### config.mk
export PLATFORM = sky130hd
export DESIGN_NAME = capture_ctrl
export DESIGN_NICKNAME = d
export VERILOG_FILES = /design/src/rtl/capture_ctrl.sv
export SDC_FILE = /design/constraint.sdc
export NUM_CORES = 1
export LEC_CHECK = 0
export ABC_CLOCK_PERIOD_IN_PS = 4000
export CAP_MARGIN = 5
export CORE_MARGIN = 5
export CORE_UTILIZATION = 51
export DETAILED_ROUTE_END_ITERATION = 10
export PLACE_DENSITY = 0.76
export REMOVE_ABC_BUFFERS = 1
export SLEW_MARGIN = 10
export SYNTH_ARGS = -nofsm -noshare
export SYNTH_HDL_FRONTEND = slang
export SYNTH_SLANG_ARGS = --single-unit
### constraint.sdc
create_clock -name CLK -period 4 [get_ports CLK]
set_input_delay 0.6 -clock CLK [delete_from_list [all_inputs] [get_ports CLK]]
set_output_delay 0.6 -clock CLK [all_outputs]
set_load 0.01 [all_outputs]
### src/rtl/capture_ctrl.sv
// Capture controller for a single-port 2048x8 sample BRAM: circular pre-trigger capture,
// masked trigger, post-trigger capture, then valid/ready readout of the captured window.
module capture_ctrl #(
    parameter int ADDR_W = 11,
    parameter int DATA_W = 8
) (
    input  logic              CLK,
    input  logic              RST,
    input  logic              arm,
    input  logic              abort,
    input  logic [DATA_W-1:0] probe,
    input  logic [DATA_W-1:0] trig_mask,
    input  logic [DATA_W-1:0] trig_value,
    input  logic [ADDR_W-1:0] pre_count,
    input  logic [ADDR_W-1:0] post_count,
    input  logic              rd_start,
    input  logic              rd_ready,
    output logic [DATA_W-1:0] rd_data,
    output logic              rd_valid,
    output logic              rd_last,
    output logic              busy,
    output logic              triggered,
    output logic              done,
    output logic [ADDR_W-1:0] trig_addr,
    output logic              bram_en,
    output logic              bram_we,
    output logic [ADDR_W-1:0] bram_addr,
    output logic [DATA_W-1:0] bram_wdata,
    input  logic [DATA_W-1:0] bram_rdata
);

    typedef enum logic [2:0] {
        S_IDLE   = 3'd0,
        S_PRE    = 3'd1,
        S_WAIT   = 3'd2,
        S_POST   = 3'd3,
        S_DONE   = 3'd4,
        S_READ_A = 3'd5,
        S_READ_D = 3'd6
    } state_t;

    localparam logic [ADDR_W-1:0] ADDR_ZERO = {ADDR_W{1'b0}};
    localparam logic [ADDR_W-1:0] ADDR_ONE  = {{(ADDR_W-1){1'b0}}, 1'b1};
    localparam logic [DATA_W-1:0] DATA_ZERO = {DATA_W{1'b0}};

    state_t            state_r, state_s;
    logic [DATA_W-1:0] probe_r;
    logic [ADDR_W-1:0] wr_ptr_r, wr_ptr_s, rd_ptr_r, rd_ptr_s, rd_idx_r, rd_idx_s;
    logic [ADDR_W-1:0] cnt_r, cnt_s, pre_eff_r, pre_eff_s, post_r, post_s;
    logic [ADDR_W-1:0] trig_addr_s, arm_pre_s, last_idx_s;
    logic              triggered_s, match_s, wr_phase_s;

    function automatic logic trig_hit(input logic [DATA_W-1:0] smp,
                                      input logic [DATA_W-1:0] val,
                                      input logic [DATA_W-1:0] msk);
        return (((smp ^ val) & msk) == DATA_ZERO);
    endfunction

    // Next-state and next-pointer logic; registered outputs are derived from these.
    always_comb begin
        state_s     = state_r;
        wr_ptr_s    = wr_ptr_r;
        rd_ptr_s    = rd_ptr_r;
        rd_idx_s    = rd_idx_r;
        cnt_s       = cnt_r;
        pre_eff_s   = pre_eff_r;
        post_s      = post_r;
        trig_addr_s = trig_addr;
        triggered_s = triggered;
        match_s     = trig_hit(probe_r, trig_value, trig_mask);
        // DEPTH-1-post_count is simply the bitwise complement of post_count.
        arm_pre_s   = (pre_count < ~post_count) ? pre_count : ~post_count;

        if (abort) begin
            state_s     = S_IDLE;
            triggered_s = 1'b0;
        end else if (arm && (state_r == S_IDLE || state_r == S_DONE)) begin
            state_s     = (arm_pre_s == ADDR_ZERO) ? S_WAIT : S_PRE;
            wr_ptr_s    = ADDR_ZERO;
            cnt_s       = ADDR_ZERO;
            triggered_s = 1'b0;
            pre_eff_s   = arm_pre_s;
            post_s      = post_count;
        end else begin
            case (state_r)
                S_IDLE: state_s = S_IDLE;
                S_PRE: begin
                    wr_ptr_s = wr_ptr_r + ADDR_ONE;
                    cnt_s    = cnt_r + ADDR_ONE;
                    state_s  = (cnt_s == pre_eff_r) ? S_WAIT : S_PRE;
                end
                S_WAIT: begin
                    wr_ptr_s = wr_ptr_r + ADDR_ONE;
                    if (match_s) begin
                        trig_addr_s = wr_ptr_r;
                        triggered_s = 1'b1;
                        cnt_s       = ADDR_ZERO;
                        state_s     = (post_r == ADDR_ZERO) ? S_DONE : S_POST;
                    end else begin
                        state_s = S_WAIT;
                    end
                end
                S_POST: begin
                    wr_ptr_s = wr_ptr_r + ADDR_ONE;
                    cnt_s    = cnt_r + ADDR_ONE;
                    state_s  = (cnt_s == post_r) ? S_DONE : S_POST;
                end
                S_DONE: begin
                    if (rd_start) begin
                        state_s  = S_READ_A;
                        rd_ptr_s = trig_addr - pre_eff_r;
                        rd_idx_s = ADDR_ZERO;
                    end else begin
                        state_s = S_DONE;
                    end
                end
                S_READ_A: state_s = S_READ_D;
                S_READ_D: begin
                    if (rd_ready) begin
                        rd_ptr_s = rd_ptr_r + ADDR_ONE;
                        rd_idx_s = rd_idx_r + ADDR_ONE;
                        state_s  = (rd_idx_r == pre_eff_r + post_r) ? S_IDLE : S_READ_A;
                    end else begin
                        state_s = S_READ_D;
                    end
                end
                default: state_s = S_IDLE;
            endcase
        end

        wr_phase_s = (state_s == S_PRE) || (state_s == S_WAIT) || (state_s == S_POST);
        last_idx_s = pre_eff_s + post_s;
    end

    // State, pointers and all outputs registered from the next-state view.
    always_ff @(posedge CLK or posedge RST) begin
        if (RST) begin
            state_r    <= S_IDLE;
            probe_r    <= DATA_ZERO;
            wr_ptr_r   <= ADDR_ZERO;
            rd_ptr_r   <= ADDR_ZERO;
            rd_idx_r   <= ADDR_ZERO;
            cnt_r      <= ADDR_ZERO;
            pre_eff_r  <= ADDR_ZERO;
            post_r     <= ADDR_ZERO;
            trig_addr  <= ADDR_ZERO;
            triggered  <= 1'b0;
            busy       <= 1'b0;
            done       <= 1'b0;
            rd_valid   <= 1'b0;
            rd_last    <= 1'b0;
            bram_en    <= 1'b0;
            bram_we    <= 1'b0;
            bram_addr  <= ADDR_ZERO;
            bram_wdata <= DATA_ZERO;
        end else begin
            state_r    <= state_s;
            probe_r    <= probe;
            wr_ptr_r   <= wr_ptr_s;
            rd_ptr_r   <= rd_ptr_s;
            rd_idx_r   <= rd_idx_s;
            cnt_r      <= cnt_s;
            pre_eff_r  <= pre_eff_s;
            post_r     <= post_s;
            trig_addr  <= trig_addr_s;
            triggered  <= triggered_s;
            busy       <= wr_phase_s || (state_s == S_READ_A) || (state_s == S_READ_D);
            done       <= (state_s == S_DONE);
            rd_valid   <= (state_s == S_READ_D);
            rd_last    <= (state_s == S_READ_D) && (rd_idx_s == last_idx_s);
            bram_en    <= wr_phase_s || (state_s == S_READ_A);
            bram_we    <= wr_phase_s;
            bram_addr  <= (state_s == S_READ_A) ? rd_ptr_s : (wr_phase_s ? wr_ptr_s : ADDR_ZERO);
            // The write issued next cycle carries the sample registered into probe_r at this edge.
            bram_wdata <= wr_phase_s ? probe : DATA_ZERO;
        end
    end

    // The BRAM output register already holds the sample steady while EN is low.
    assign rd_data = rd_valid ? bram_rdata : DATA_ZERO;

endmodule

After elaboration in Yosys (flattened, before gate mapping)
Index checks and enable logic that the tools add are counted.
{ "totals": {"wordCells": 107, "input_bits": 60, "output_inout_bits": 45, "ff_bits": 114} }
{ "op_classes": {"eq_ne": 17, "mux": 40, "magnitude_cmp": 1, "n_reduce_logical": 19, "add_sub_neg": 7, "bitwise": 5} }
{ "ops": {"columns": ["cell", "count"], "rows": [
  ["$mux 11", 20],
  ["$pmux 11 s2", 3],
  ["$add 11x1->11 const B", 4],
  ["$eq 11x11->1", 4],
  ["$add 11x11->11", 2],
  ["$logic_not 11->1", 2],
  ["$mux 3", 7],
  ["$eq 3x3->1 const B", 6],
  ["$pmux 3 s6", 1],
  ["$mux 8", 2],
  ["$eq 3x2->1 const B", 4],
  ["$lt 11x11->1", 1],
  ["$not 11->11", 1],
  ["$sub 11x11->11", 1],
  ["$reduce_bool 3->1", 3],
  ["$and 8x8->8", 1],
  ["$logic_not 8->1", 1],
  ["$xor 8x8->8", 1],
  ["$eq 3x1->1 const B", 2],
  ["$logic_or 1x1->1", 5],
  ["$mux 1", 5],
  ["$mux 2", 2],
  ["$reduce_and 4->1", 1],
  ["$logic_not 3->1", 1],
  ["7 further kinds", 9]
]} }

Logic depth before layout (Yosys ltp)
Gate-level depths: netlist of the first run.
{ "depth": {"depth_word": 12, "mapped_depth": 20, "mapped_depth_nobuf": 19} }

Worst setup path after synthesis of the first run
No wires, ideal clock.
{ "synth_timing": {"path_kind": "input-to-reg", "startpoint": "in pre_count[8]", "endpoint": "reg rd_last", "path_buffers": 1, "t_arrival_ns": 4.036, "setup_ns": 0.121, "slack_ns": -0.157, "t_required_ns": 3.879, "path_stages": 19, "cell_sequence": "ha_1 -> a2111oi_0 -> o21ai_0 -> a41oi_1 -> o21ai_1 -> clkbuf_1 -> o21ai_0 -> a21oi_1 -> ha_1 -> fa_1 -> a21oi_1 -> o21ai_0 -> a21oi_1 -> o21ai_0 -> nand3_1 -> nand2_1 -> xnor3_1 -> xnor2_1 -> and4bb_1"} }
{ "synth_between": {"elab_cells_between_ends": 12, "cone_classes": "1 x add/sub; 1 x order compare; 2 x eq/ne; 6 x mux; 2 x reduce/logical"} }
{ "synth_lines": {"columns": ["item", "line_no", "source"], "rows": [
  ["start, declared", "14", "input logic [ADDR_W-1:0] pre_count,"],
  ["$lt 11x11->1", "72", "arm_pre_s = (pre_count < ~post_count) ? pre_count : ~post_count;"],
  ["$mux 11", "72", null],
  ["$mux 11", "77", "end else if (arm && (state_r == S_IDLE || state_r == S_DONE)) begin"],
  ["$mux 11", "74", "if (abort) begin"],
  ["via pre_eff_s[0]", "49", "logic [ADDR_W-1:0] cnt_r, cnt_s, pre_eff_r, pre_eff_s, post_r, post_s;"],
  ["$add 11x11->11", "132", "last_idx_s = pre_eff_s + post_s;"],
  ["$eq 11x11->1", "170", "rd_last <= (state_s == S_READ_D) && (rd_idx_s == last_idx_s);"],
  ["$logic_and 1x1->1", "170", null],
  ["end signal, assigned", "170", null],
  ["end, declared", "20", "output logic rd_last,"]
]} }
The timed path passes the listed nets, and every way through them passes these cells.
A chain may end at the register's enable or synchronous reset.

Final worst setup path of the first run
{ "layout_timing": {"startpoint": "in pre_count[4]", "endpoint": "reg rd_last"} }
Same word-level chain as after synthesis.

==> results.json, run 1 <==
{
  "status": "complete, no violations",
  "ys_ff_latch": 114,
  "max-vdd-ir-drop_mv": 0.358,
  "ys.flop_type": "dfrtp_1",
  "htree_levels": 4,
  "cp.buffers_inverters": 1,
  "antenna_found_initial": 0,
  "cts.sink_count": 114,
  "syn_area_per_cell_um2": 9.42,
  "whs_ps": 509,
  "clock_latency_ps": 410,
  "diodes": 0,
  "fin_crit_sh": 0.974,
  "p_leak_nw": 4.46,
  "busiest_layer": "met2",
  "async_reset_ff_frac": 1.00,
  "routed-via-count": 6974,
  "syn_area_um2": 7630,
  "ff_latch_area_um2": 2850,
  "fin_tns_setup_ps": 0,
  "yosysSeqAreaShare": 0.374,
  "final_hold_viol_count": 0,
  "setup-violations-final": 0,
  "worst_pin_slew_ps": 933,
  "port-buffer-count": 104,
  "grt_max_degree": 66,
  "clock_skew_ps": 6.89,
  "rows": 44,
  "synth_cell_types": 73,
  "fin_nets": 1075,
  "crit_slowest_cell": "clkdlybuf4s50_1",
  "grt_pass1_vias": 6733,
  "netlist_instances": 810,
  "crit_chain": "clkdlybuf4s50_1 -> ha_1 -> a21oi_1 -> o21ai_1 -> a41oi_2 -> o21ai_4 -> o21ai_1 -> a21oi_1 -> ha_1 -> fa_2 -> a21oi_4 -> o21ai_2 -> a21oi_2 -> o21ai_2 -> nand3_1 -> nand2_1 -> xnor3_1 -> xnor2_1 -> and4bb_1",
  "clockRootBuffer": "clkbuf_16",
  "utilization": 0.685,
  "arrival_ps": 4200,
  "antenna_left": 0,
  "slew_viol_final": 0,
  "powerDensity_nw_per_um2": 420,
  "startpoint_type": "primary input",
  "cts_made_buffers": 17,
  "start_util": 0.523,
  "hpwl_um": 16300,
  "die_area_um2": 17500,
  "cap_violations": 0,
  "core_area_um2": 14600,
  "max_slew_margin": 0.371,
  "postCtsHoldBufs": 0,
  "grt_usage": 0.245,
  "yosys.area.top_type": "dfrtp_1",
  "grt_use_met3": 0.0672,
  "stdcell_count": 1164,
  "end_kind": "register",
  "routabilityCongestion": 0.950,
  "worst_ep_required_time_ps": 4300,
  "drt_iter0_drc": 621,
  "hold_path_class": "register to register",
  "rsz0062_at_grt": "yes",
  "wl_per_cell_um": 18.6,
  "grt_overflow": 0,
  "io_pins": 105,
  "fp.dieW_um": 132,
  "drive_above_1_share": 0.154,
  "yosysTopAreaCellShare": 0.374,
  "drt-total-wl_um": 21700,
  "num-fill-cells": 1114,
  "drtPass1Iterations": 7,
  "report.power.total_mw": 4.19,
  "vias_per_cell": 5.99,
  "worstSetupPathType": "primary input to register",
  "synth_edf_count": 0,
  "syn_to_final_growth_pct": 30.9,
  "clock_path_buffers": 2,
  "cp_slowest_stage_delay_ps": 430,
  "grt_use_met2": 0.381,
  "grt_pass1_wl_um": 34500,
  "yosysWarnings": 0,
  "netlist_top_cells_area": "dfrtp_1, ha_1, xnor2_1, xor2_1, o21ai_0",
  "cts_tree": "done",
  "crit_path_max_fanout": 6,
  "die_y_um": 132,
  "multi_input_area_um2": 4650,
  "placed_cells": 1127,
  "grt_util_met1": 0.324,
  "drc_errors": 0,
  "clock.fmax_ghz": 0.257,
  "clkTransAtPathRegs_ps": 50,
  "fin_crit_ps": 3900,
  "crit_family": "compound AO/OA/AOI/OAI gates"
}
[synth_stat cells (3+ instances only)]
cell / instances
a21boi_1: 3
a21o_1: 7
a21oi_1: 39
a22o_1: 15
a22oi_1: 7
a31oi_1: 10
a41oi_1: 4
and2_1: 16
and3_1: 21
and4_1: 8
buf_2: 6
clkbuf_1: 20
dfrtp_1: 114
fa_1: 3
ha_1: 44
inv_1: 26
mux2_2: 21
mux2i_1: 3
nand2_1: 67
nand2b_1: 10
nand3_1: 18
nand3b_1: 3
nand4_1: 8
nor2_1: 49
nor2b_1: 11
nor3_1: 21
nor3b_1: 4
nor4_1: 7
o2111ai_1: 3
o211ai_1: 14
o21ai_0: 55
o21ai_1: 10
o21bai_1: 4
o221ai_1: 3
o31ai_1: 13
or2_2: 3
or3_1: 8
or4_1: 3
xnor2_1: 46
xnor3_1: 5
xor2_1: 35
[placed cells by master, fill, tap and decap left out, types with 33 or more instances in the layout]
cell type	instances
o21ai_0	47
clkdlybuf4s50_1	98
xor2_1	35
nor2_1	49
nand2_1	67
buf_4	63
xnor2_1	46
dfrtp_1	114
ha_1	39
a21oi_1	33
[path summary, 6_finish.rpt]
kind,slack (ps),depth (start not counted),from,endpoint
max reg2reg,280,12,post_r[0],bram_addr[5]
min in group asynchronous,680,2,RST,bram_wdata[1]
max,100,19,pre_count[4],rd_last
min reg2reg,510,2,triggered,triggered
max in group asynchronous,2480,3,RST,rd_idx_r[5]
min,510,2,triggered,triggered
[report_power, final]
part	internal, mW	leakage (nW)	switching, mW	total (mW)
sequential	1.22	1.51	0.0958	1.31
combinational	0.666	2.65	0.684	1.35
clock	1.00	0.295	0.527	1.53
[cell families after synthesis]
| logic type | synth area share |
|---|---|
| AND/OR/NAND/NOR | 0.185 |
| AO/OA/AOI/OAI | 0.187 |
| flip-flops | 0.374 |
| XOR/XNOR | 0.108 |
| buffers and inverters | 0.0320 |
| adder cells (fa/ha/maj) | 0.0800 |
| multiplexers | 0.0349 |
[through the flow]
step,instance area (um^2),setup WS (ps)
finish,9990,103
detailed placement,9230,-929
global placement,9230,-732
floorplan,7480,-388
global route,9990,-105
CTS,9880,17.2
[area by class of cell]
| class | count | area share |
|---|---|---|
| Clock inverter | 11 | 0.0137 |
| Timing Repair Buffer | 170 | 0.156 |
| Tap cell | 184 | 0.0231 |
| Clock buffer | 20 | 0.0457 |
| Multi-Input combinational cell | 639 | 0.466 |
| Inverter | 26 | 0.0100 |
| Sequential cell | 114 | 0.286 |
[layer usage]
metal,vias to the layer above,routed length [um],part of all wire
li1,3303,-,-
met1,3337,9350,0.43
met2,286,10000,0.46
met3,48,1720,0.079
met4,0,625,0.029
met5,-,0,0
[sequential cells by signal (all words and copies together), names as in the netlist, 3 cells and up]
signal	flops
state_r	3
bram_addr	11
bram_wdata	8
post_r	11
cnt_r	11
rd_ptr_r	11
wr_ptr_r	11
probe_r	8
rd_idx_r	11
trig_addr	11
pre_eff_r	11
[worst register-to-register path, delay by kind of cell, from the launching register on]
family	cells	cell delay, ps
buffers and inverters	1	60
and+or+nand+nor	1	190
DFF	1	530
AOI/OAI and AO/OA	8	2170
adders and majority gates	2	650
[timing repair]
item                                    CTS  global route
setup buffers                             1             4
cloned                                    0             1
pin swaps                                 9            15
gates resized for setup                  18            21
endpoints found under the setup margin    1            13
(Power assumes the default switching activity.)
==> run 2, diff against run 1 <==
PLACE_DENSITY = 0.78   (was 0.76)
==> results.json, run 2 (synthesis gave the netlist of run 1 again) <==
{
  "status": "complete, no violations",
  "htree_levels": 4,
  "fin_crit_ps": 3970,
  "utilization": 0.682,
  "rows": 44,
  "die_area_um2": 17500,
  "p_leak_nw": 4.44,
  "clkTransAtPathRegs_ps": 50,
  "routabilityCongestion": 0.954,
  "fp.dieW_um": 132,
  "drt-total-wl_um": 22000,
  "die_y_um": 132,
  "max_slew_margin": 0.307,
  "antenna_found_initial": 0,
  "max-vdd-ir-drop_mv": 0.289,
  "drt_iter0_drc": 595,
  "multi_input_area_um2": 4630,
  "placed_cells": 1120,
  "reg2regPathDepth": 12,
  "start_util": 0.523,
  "num-fill-cells": 1078,
  "core_area_um2": 14600,
  "cp.buffers_inverters": 2,
  "crit_family": "compound AO/OA/AOI/OAI gates",
  "hold_path_class": "register to register",
  "clock.fmax_ghz": 0.252,
  "drtPass1Iterations": 5,
  "grt_max_degree": 60,
  "startpoint_type": "primary input",
  "drc_errors": 0,
  "antenna_left": 0,
  "powerDensity_nw_per_um2": 415,
  "vias_per_cell": 6.00,
  "grt_pass1_wl_um": 34200,
  "cp.depth": 19,
  "end_kind": "register",
  "fin_crit_sh": 0.992,
  "slew_viol_final": 0,
  "drive_above_1_share": 0.143,
  "wl_per_cell_um": 19.0,
  "hold-path-cell-count": 2,
  "worstSetupPathType": "primary input to register",
  "crit_path_frequent_cell": "o21bai_1",
  "clock_skew_ps": 8.55,
  "postCtsHoldBufs": 0,
  "io_pins": 105,
  "cts.sink_count": 114,
  "arrival_ps": 4330,
  "syn_to_final_growth_pct": 30.4,
  "clockRootBuffer": "clkbuf_16",
  "crit_path_max_fanout": 8,
  "setup-violations-final": 0,
  "grt_usage": 0.242,
  "cp_slowest_stage_delay_ps": 470,
  "port-buffer-count": 104,
  "final_hold_viol_count": 0,
  "final_common_cell": "dfrtp_1",
  "clock_path_buffers": 2,
  "fin_nets": 1067,
  "crit_slowest_cell": "clkdlybuf4s50_1",
  "hpwl_um": 16200,
  "cts_made_buffers": 17,
  "ff_latch_area_um2": 2850,
  "routed-via-count": 6931,
  "clock_latency_ps": 420,
  "diodes": 0,
  "grt_overflow": 0,
  "worst_ep_required_time_ps": 4360,
  "cap_violations": 0,
  "stdcell_count": 1155,
  "grt_pass1_vias": 6631,
  "layout_common_cells": "dfrtp_1, clkdlybuf4s50_1, nand2_1",
  "rsz0062_at_grt": "yes",
  "cts_tree": "done",
  "crit_chain": "clkdlybuf4s50_1 -> ha_1 -> a21oi_1 -> o21ai_1 -> a41oi_2 -> o21ai_4 -> buf_12 -> o211ai_1 -> o21ai_1 -> ha_1 -> o21ai_0 -> o21bai_1 -> a21oi_2 -> o21bai_1 -> a21oi_2 -> o21bai_1 -> a21oi_1 -> xnor3_1 -> and4bb_1",
  "worst_pin_slew_ps": 1030
}
-- run 2: final timing paths --
kind	from	to	slack (ps)
worst max-delay path	pre_count[4]	rd_last	30
worst min-delay path	triggered	triggered	500
worst max register to register	post_r[0]	bram_addr[5]	280
worst min register to register	triggered	triggered	500
max in group asynchronous	RST	post_r[1]	2600
min in group asynchronous	RST	probe_r[0]	650
-- run 2: layout make-up --
class | count | area share
Multi-Input combinational cell | 639 | 0.466
Sequential cell | 114 | 0.287
Timing Repair Buffer | 162 | 0.155
Clock buffer | 19 | 0.0445
Tap cell | 184 | 0.0231
Clock inverter | 11 | 0.0140
Inverter | 26 | 0.0101
-- run 2: what timing repair did --
action / in CTS / in global routing
setup buffers: 1 / 3
hold endpoints to repair: 0 / 0
pin swaps: 4 / 10
setup endpoints to repair: 1 / 13
cloned: 0 / 1
gates resized for setup: 14 / 21
-- run 2: through the flow --
step / hold slack (ps) / TNS, ps / total power [mW] / cell area, um^2 / worst slack (ps)
global route: 533 / -146 / 4.32 / 9950 / -146
floorplan: 484 / -388 / 2.14 / 7480 / -388
detailed placement: 492 / -782 / 2.54 / 9190 / -782
global placement: 480 / -673 / 2.51 / 9190 / -673
CTS: 504 / 0 / 4.08 / 9820 / 4.46
finish: 500 / 0 / 4.12 / 9950 / 33.2
-- run 2: worst min-delay path: cells and delay by family, from the launching register on --
family	cells	cell delay [ps]
simple gates	2	120
flops	1	340
-- run 2: metal layers --
metal	part of all wire	track usage	up-vias	routed length (um)
met5	0	0	-	0
met4	0.023	0.0786	0	497
met3	0.081	0.0786	41	1770
met2	0.47	0.377	272	10300
met1	0.43	0.321	3340	9430
li1	-	-	3278	-
-- run 2: power by group --
part / switching, mW / internal, mW / total (mW)
logic: 0.659 / 0.646 / 1.30
clock network: 0.526 / 0.980 / 1.51
registers: 0.0942 / 1.22 / 1.31
total: 1.28 / 2.84 / 4.12
